### src/rtl/clock_pkg.sv
// clock_pkg: field codes, calendar limits and date helpers shared by the
// clock_calendar_counter core.
package clock_pkg;

    localparam logic [2:0] FIELD_SEC   = 3'd0;
    localparam logic [2:0] FIELD_MIN   = 3'd1;
    localparam logic [2:0] FIELD_HOUR  = 3'd2;
    localparam logic [2:0] FIELD_DATE  = 3'd3;
    localparam logic [2:0] FIELD_MONTH = 3'd4;
    localparam logic [2:0] FIELD_YEAR  = 3'd5;

    localparam int MAX_SEC = 59;
    localparam int MAX_MIN = 59;

    localparam logic [3:0] SEC_TENS_MAX = 4'(MAX_SEC / 10);
    localparam logic [3:0] MIN_TENS_MAX = 4'(MAX_MIN / 10);

    localparam logic [4:0] MAX_HOUR  = 5'd23;
    localparam logic [3:0] MAX_MONTH = 4'd12;
    localparam logic [7:0] MAX_YEAR  = 8'd99;

    // Years 2000-2099 only, so every multiple of four is a leap year.
    function automatic logic [4:0] days_in_month(
        input logic [3:0] month,
        input logic [7:0] year
    );
        logic [4:0] d;
        case (month)
            4'd4, 4'd6, 4'd9, 4'd11: d = 5'd30;
            4'd2: d = ((year % 8'd4) == 8'd0) ? 5'd29 : 5'd28;
            default: d = 5'd31;
        endcase
        return d;
    endfunction

    // Two-digit BCD increment, wrapping {tens_max,9} back to 00.
    function automatic logic [7:0] bcd_inc(
        input logic [7:0] v,
        input logic [3:0] tens_max
    );
        logic [7:0] r;
        if (v == {tens_max, 4'd9}) begin
            r = 8'h00;
        end else if (v[3:0] == 4'd9) begin
            r = {v[7:4] + 4'd1, 4'd0};
        end else begin
            r = {v[7:4], v[3:0] + 4'd1};
        end
        return r;
    endfunction

endpackage

### src/rtl/clock_calendar_counter_tick_divider.sv
// tick_divider: counts 0..TICK_DIV-1 and fires a one-cycle tick on wrap;
// clear holds the count at zero and suppresses the tick.
module tick_divider #(
    parameter int unsigned TICK_DIV = 100_000_000
) (
    input  logic clk,
    input  logic rst_n,
    input  logic clear,
    output logic tick
);

    localparam int unsigned W = (TICK_DIV > 1) ? $clog2(TICK_DIV) : 1;
    localparam logic [W-1:0] LAST = W'(TICK_DIV - 1);

    logic [W-1:0] cnt_q;
    logic [W-1:0] cnt_d;

    always_comb begin
        cnt_d = cnt_q + W'(1);
        if (clear || cnt_q == LAST) begin
            cnt_d = '0;
        end
    end

    assign tick = !clear && (cnt_q == LAST);

    always_ff @(posedge clk or negedge rst_n) begin
        if (!rst_n) begin
            cnt_q <= '0;
        end else begin
            cnt_q <= cnt_d;
        end
    end

endmodule

### src/rtl/clock_calendar_counter.sv
// clock_calendar_counter: sec..year timekeeping for 2000-2099 from a 1 Hz tick.
// Define CLOCK_SET_EN to enable the set_mode/set_field/set_inc edit path.
module clock_calendar_counter
    import clock_pkg::*;
#(
    parameter int unsigned TICK_DIV = 100_000_000,
    parameter logic [7:0]  RST_YEAR = 8'd0
) (
    input  logic       clk,
    input  logic       rst_n,
    input  logic       set_mode,
    input  logic [2:0] set_field,
    input  logic       set_inc,
    output logic [3:0] sec1,
    output logic [3:0] sec2,
    output logic [3:0] min1,
    output logic [3:0] min2,
    output logic [4:0] hour,
    output logic [4:0] date,
    output logic [3:0] month,
    output logic [7:0] year,
    output logic       sec_pulse
);

    logic [3:0] sec1_q, sec1_d, sec2_q, sec2_d;
    logic [3:0] min1_q, min1_d, min2_q, min2_d;
    logic [4:0] hour_q, hour_d;
    logic [4:0] date_q, date_d;
    logic [3:0] month_q, month_d;
    logic [7:0] year_q, year_d;
    logic       sec_pulse_q, sec_pulse_d;

    logic       tick;
    logic       clear;
    logic       sec_wrap, min_wrap, hour_wrap, date_wrap, month_wrap;
    logic [4:0] dim;
    logic [7:0] sec_nx, min_nx;

`ifdef CLOCK_SET_EN
    assign clear = set_mode;
`else
    logic unused_set;
    assign unused_set = ^{set_mode, set_field, set_inc};
    assign clear = 1'b0;
`endif

    tick_divider #(
        .TICK_DIV (TICK_DIV)
    ) u_div (
        .clk   (clk),
        .rst_n (rst_n),
        .clear (clear),
        .tick  (tick)
    );

    assign dim        = days_in_month(month_q, year_q);
    assign sec_nx     = bcd_inc({sec2_q, sec1_q}, SEC_TENS_MAX);
    assign min_nx     = bcd_inc({min2_q, min1_q}, MIN_TENS_MAX);
    assign sec_wrap   = (sec_nx == 8'h00);
    assign min_wrap   = (min_nx == 8'h00);
    assign hour_wrap  = (hour_q >= MAX_HOUR);
    assign date_wrap  = (date_q >= dim);
    assign month_wrap = (month_q >= MAX_MONTH);

    always_comb begin
        sec1_d      = sec1_q;
        sec2_d      = sec2_q;
        min1_d      = min1_q;
        min2_d      = min2_q;
        hour_d      = hour_q;
        date_d      = date_q;
        month_d     = month_q;
        year_d      = year_q;
        sec_pulse_d = tick;

        if (tick) begin
            {sec2_d, sec1_d} = sec_nx;
            if (sec_wrap) begin
                {min2_d, min1_d} = min_nx;
                if (min_wrap) begin
                    hour_d = hour_wrap ? 5'd0 : hour_q + 5'd1;
                    if (hour_wrap) begin
                        date_d = date_wrap ? 5'd1 : date_q + 5'd1;
                        if (date_wrap) begin
                            month_d = month_wrap ? 4'd1 : month_q + 4'd1;
                            if (month_wrap) begin
                                year_d = (year_q >= MAX_YEAR) ? 8'd0 : year_q + 8'd1;
                            end
                        end
                    end
                end
            end
        end
`ifdef CLOCK_SET_EN
        // Edits wrap within their own field only; month/year edits clamp date.
        else if (set_mode && set_inc) begin
            unique case (set_field)
                FIELD_SEC: begin
                    sec1_d = 4'd0;
                    sec2_d = 4'd0;
                end
                FIELD_MIN: begin
                    {min2_d, min1_d} = min_nx;
                end
                FIELD_HOUR: begin
                    hour_d = hour_wrap ? 5'd0 : hour_q + 5'd1;
                end
                FIELD_DATE: begin
                    date_d = date_wrap ? 5'd1 : date_q + 5'd1;
                end
                FIELD_MONTH: begin
                    month_d = month_wrap ? 4'd1 : month_q + 4'd1;
                    if (date_q > days_in_month(month_d, year_q)) begin
                        date_d = days_in_month(month_d, year_q);
                    end
                end
                FIELD_YEAR: begin
                    year_d = (year_q >= MAX_YEAR) ? 8'd0 : year_q + 8'd1;
                    if (date_q > days_in_month(month_q, year_d)) begin
                        date_d = days_in_month(month_q, year_d);
                    end
                end
                default: begin
                end
            endcase
        end
`endif
    end

    always_ff @(posedge clk or negedge rst_n) begin
        if (!rst_n) begin
            sec1_q      <= 4'd0;
            sec2_q      <= 4'd0;
            min1_q      <= 4'd0;
            min2_q      <= 4'd0;
            hour_q      <= 5'd0;
            date_q      <= 5'd1;
            month_q     <= 4'd1;
            year_q      <= RST_YEAR;
            sec_pulse_q <= 1'b0;
        end else begin
            sec1_q      <= sec1_d;
            sec2_q      <= sec2_d;
            min1_q      <= min1_d;
            min2_q      <= min2_d;
            hour_q      <= hour_d;
            date_q      <= date_d;
            month_q     <= month_d;
            year_q      <= year_d;
            sec_pulse_q <= sec_pulse_d;
        end
    end

    assign sec1      = sec1_q;
    assign sec2      = sec2_q;
    assign min1      = min1_q;
    assign min2      = min2_q;
    assign hour      = hour_q;
    assign date      = date_q;
    assign month     = month_q;
    assign year      = year_q;
    assign sec_pulse = sec_pulse_q;

endmodule

### config.mk
export PLATFORM = sky130hd
export DESIGN_NAME = clock_calendar_counter
export DESIGN_NICKNAME = d
export VERILOG_FILES = /design/src/rtl/clock_pkg.sv /design/src/rtl/clock_calendar_counter_tick_divider.sv /design/src/rtl/clock_calendar_counter.sv
export SDC_FILE = /design/constraint.sdc
export NUM_CORES = 1
export LEC_CHECK = 0
export ABC_AREA = 1
export CORE_MARGIN = 2
export CORE_UTILIZATION = 56
export CTS_CLUSTER_DIAMETER = 40
export CTS_CLUSTER_SIZE = 16
export DETAILED_ROUTE_END_ITERATION = 6
export PLACE_DENSITY = 0.83
export SKIP_LAST_GASP = 1
export SYNTH_ARGS = -nofsm -noshare
export SYNTH_HDL_FRONTEND = slang
export SYNTH_SLANG_ARGS = --single-unit
### constraint.sdc
create_clock -name clk -period 2.9 [get_ports clk]
set_input_delay 0.29 -clock clk [delete_from_list [all_inputs] [get_ports clk]]
set_output_delay 0.29 -clock clk [all_outputs]
set_load 0.05 [all_outputs]
==> flow_metrics.env, run 1 <==
export IMPL_layout_setup_ws_ps=380
export IMPL_ant_nets=0
export IMPL_cts_hold_buf=1
export IMPL_fin_area_um2=4630
export IMPL_dr_total_vias=3503
export IMPL_syn_inst=514
export IMPL_finalCritPeriodShare_pct=86.9
export IMPL_synth_edf_count=0
export IMPL_async_reset_ff_share_pct=100
export IMPL_gp_congestion=0.831
export IMPL_yosysSeqAreaShare_pct=42.2
export IMPL_numPlacedInstances=650
export IMPL_synth_seq_cells=66
export IMPL_finalHoldViolations=0
export IMPL_diodes=0
export IMPL_status="finished, final reports clean"
export IMPL_cp_end_kind="flip-flop"
export IMPL_num_nets_final=592
export IMPL_antenna_found_initial=0
export IMPL_synth_most_common_cell="nand2_1"
export IMPL_finalMaxSlewViolations=0
export IMPL_rsz0062_at_grt="false"
export IMPL_grt_pass1_vias=3341
export IMPL_avgSynthCellArea_um2=7.63
export IMPL_dr_first_iter_drc_count=234
export IMPL_r2r_start="month[0]"
export IMPL_final_core_util_pct=68.2
export IMPL_place_hpwl_mm=6.00
export IMPL_critical_path_startpoint_type="flip-flop"
export IMPL_dieArea_um2=7690
export IMPL_netlist_area_um2=3920
export IMPL_place_ws_ps=395
export IMPL_cts_tree="yes"
export IMPL_crit_path_max_incr_delay_ps=580
export IMPL_drt_vias_per_instance=5.25
export IMPL_cap_violations=0
export IMPL_fmax_mhz=397
export IMPL_crit_arrival_ps=2750
export IMPL_core_area_um2=6790
export IMPL_crit_type="reg2reg"
export IMPL_leakage_nw=2.27
export IMPL_die_height_um=87.7
export IMPL_start_util_pct=57.7
export IMPL_final_cells=667
export IMPL_routedWlPerCell_um=12.2
export IMPL_drive_above_1_share_pct=8.93
export IMPL_cpMostUsedCell="nand2_1"
export IMPL_clock_latency_ps=340
export IMPL_cts_root_buffer="clkbuf_8"
export IMPL_max_slew_margin_pct=65.1
export IMPL_grt_pass1_wl_mm=14.4
export IMPL_grt_max_degree=52
export IMPL_place_port_buffers=40
export IMPL_wirelength_mm=8.14
export IMPL_holdWs_ps=420
export IMPL_crit_required_ps=3130
export IMPL_path_clk_slew_ps=70
export IMPL_synth_top_area_share_pct=40.9
export IMPL_htree_levels=3
export IMPL_worst_pin_slew_ps=523
export IMPL_path_cells="inv_1 > ha_1 > o21ai_0 > nand2_1 > a21oi_1 > ha_1 > o21ai_0 > nand2_1 > nand3_1 > nor2_1 > buf_4 > nand3_1 > nand2_1 > nand2_1"
export IMPL_synthTopCellsByCount="nand2_1 (142), dfrtp_1 (64), inv_1 (61)"
export IMPL_grt_use_total_pct=23.4
export IMPL_firstDrtPassIters=4
export IMPL_reg2reg_depth=14
export IMPL_synth_fp_nets=540
export IMPL_synth_largest_area_cell="dfrtp_1"
export IMPL_dpl_cell_area_um2=4460
export IMPL_cts_setup_buffers=0
export IMPL_hp_class="in2async"
export IMPL_setup_violations=0
export IMPL_synth_area_leaders="dfrtp_1 (41%), nand2_1 (14%), ha_1 (6.1%)"
export IMPL_min_period_ps=2520
export IMPL_r2r_slack_ps=380
export IMPL_io_pins=46
export IMPL_skew_ps=10.8
export IMPL_cts_buffers=9
export IMPL_clockBufferDepth=2
export IMPL_irDropWorstVdd_uv=192
export IMPL_rows=30
export IMPL_grt_overflow=0
export IMPL_ys_flop_type="dfrtp_1"
export IMPL_clock_sinks=66
export IMPL_die_w_um=87.7
export IMPL_drcViolationCount=0
export IMPL_powerDensity_nw_per_um2=346
export IMPL_syn2layout_area_growth_pct=18.2
export IMPL_crit_start="month[0]"
export IMPL_ctsResizeCount=0
export IMPL_r2r_end="year[6]"
export IMPL_setup_tns_final_ps=0
export IMPL_p_total_mw=1.60
export IMPL_yosysWarningCount=0
export IMPL_cpMaxStageDelayCell="dfstp_2"
export IMPL_path_max_fanout=8
export IMPL_ys_types=38
[kinds of logic (layout without fill, tap and decap cells)]
logic type | Yosys count | count (layout) | synth area share [%]
simple gates | 280 | 280 | 33.0
buf+inv | 78 | 135 | 7.69
flops | 66 | 66 | 42.2
compound gates | 56 | 56 | 7.72
fa+ha+maj | 19 | 19 | 6.06
xor+xnor | 15 | 15 | 3.35
[area by class of cell]
class	count	area, µm²
clock buffers	13	149
flip-flops and latches	66	1650
multi-input cells	370	1960
clock inverters	3	15.0
repair buffers	46	455
fillers	584	2160
well taps	96	120
inverters	73	274
[power by group]
| group | internal (mW) | switching [mW] |
|---|---|---|
| Combinational | 0.00414 | 0.0178 |
| Clock | 0.330 | 0.330 |
| Sequential | 0.921 | 0 |
| Total | 1.25 | 0.348 |
[critical path: cells and delay by family (launching register included)]
family,cells,cell delay [ps]
AND/OR/NAND/NOR,7,760
adder cells (fa/ha/maj),2,370
AO/OA/AOI/OAI,3,400
flip-flops,1,580
buffers and inverters,2,290
[sequential cells by signal (all words and copies together), names as in the netlist]
signal and cells:
date 5, hour 5, min1 4, min2 4
month 4, sec1 4, sec2 4, sec_pulse 1
u_div.cnt_q 27, year 8
[how the worst max path moves through the flow]
stage                     slack, ps  cells past startpoint  endpoint
after global placement          460                     14   year[6]
final                           380                     14   year[6]
after detailed placement        400                     14   year[6]
after global routing             80                     11   hour[2]
after floorplan                 260                     13   year[0]
after CTS                       370                     14   year[5]
[routing by layer]
metal | routed length, µm | vias up | GRT usage [%]
li1 | - | 1768 | -
met1 | 3720 | 1644 | 29.4
met2 | 3980 | 74 | 39.1
met3 | 307 | 17 | 5.18
met4 | 133 | 0 | 9.51
met5 | 0 | - | 0
[cells in the final DEF (no fill, tap or decap), types with 2 or more instances in the layout]
| cell | synthesis | final |
|---|---|---|
| nand3_1 | 37 | 37 |
| clkdlybuf4s50_1 | 0 | 39 |
| clkinv_2 | 0 | 3 |
| inv_2 | 10 | 10 |
| xor2_1 | 9 | 9 |
| nand4_1 | 17 | 17 |
| ha_1 | 19 | 19 |
| dfrtp_1 | 64 | 64 |
| inv_1 | 61 | 61 |
| nor2_1 | 46 | 46 |
| o21ai_1 | 16 | 16 |
| and3_1 | 2 | 2 |
| o221ai_1 | 2 | 2 |
| o21ai_0 | 21 | 21 |
| clkbuf_8 | 0 | 10 |
| buf_4 | 2 | 4 |
| a21oi_1 | 13 | 13 |
| clkbuf_1 | 2 | 3 |
| dfstp_2 | 2 | 2 |
| clkinv_1 | 2 | 2 |
| nor3b_1 | 3 | 3 |
| nand2_2 | 3 | 3 |
| nand2_1 | 142 | 142 |
| nor3_2 | 2 | 2 |
| nor3_1 | 12 | 12 |
| or2_2 | 4 | 4 |
| xnor2_1 | 6 | 6 |
| nor2_2 | 4 | 4 |
Power figures use the tool's default switching activity.
==> run 2: changes to the inputs <==
Settings changed: SKIP_CTS_REPAIR_TIMING from default to 1.
==> results of run 2 <==
Final layout, timing and power as in run 1 (identical DEF).
Main changes from that run: via count of the first global-routing pass 3341 -> 3335
==> run 3: changes to the inputs <==
Settings changed: GPL_ROUTABILITY_DRIVEN from default to 1.
==> results of run 3 <==
Final layout, timing and power as in run 1 (identical DEF).
Main changes from that run: via count of the first global-routing pass 3341 -> 3335
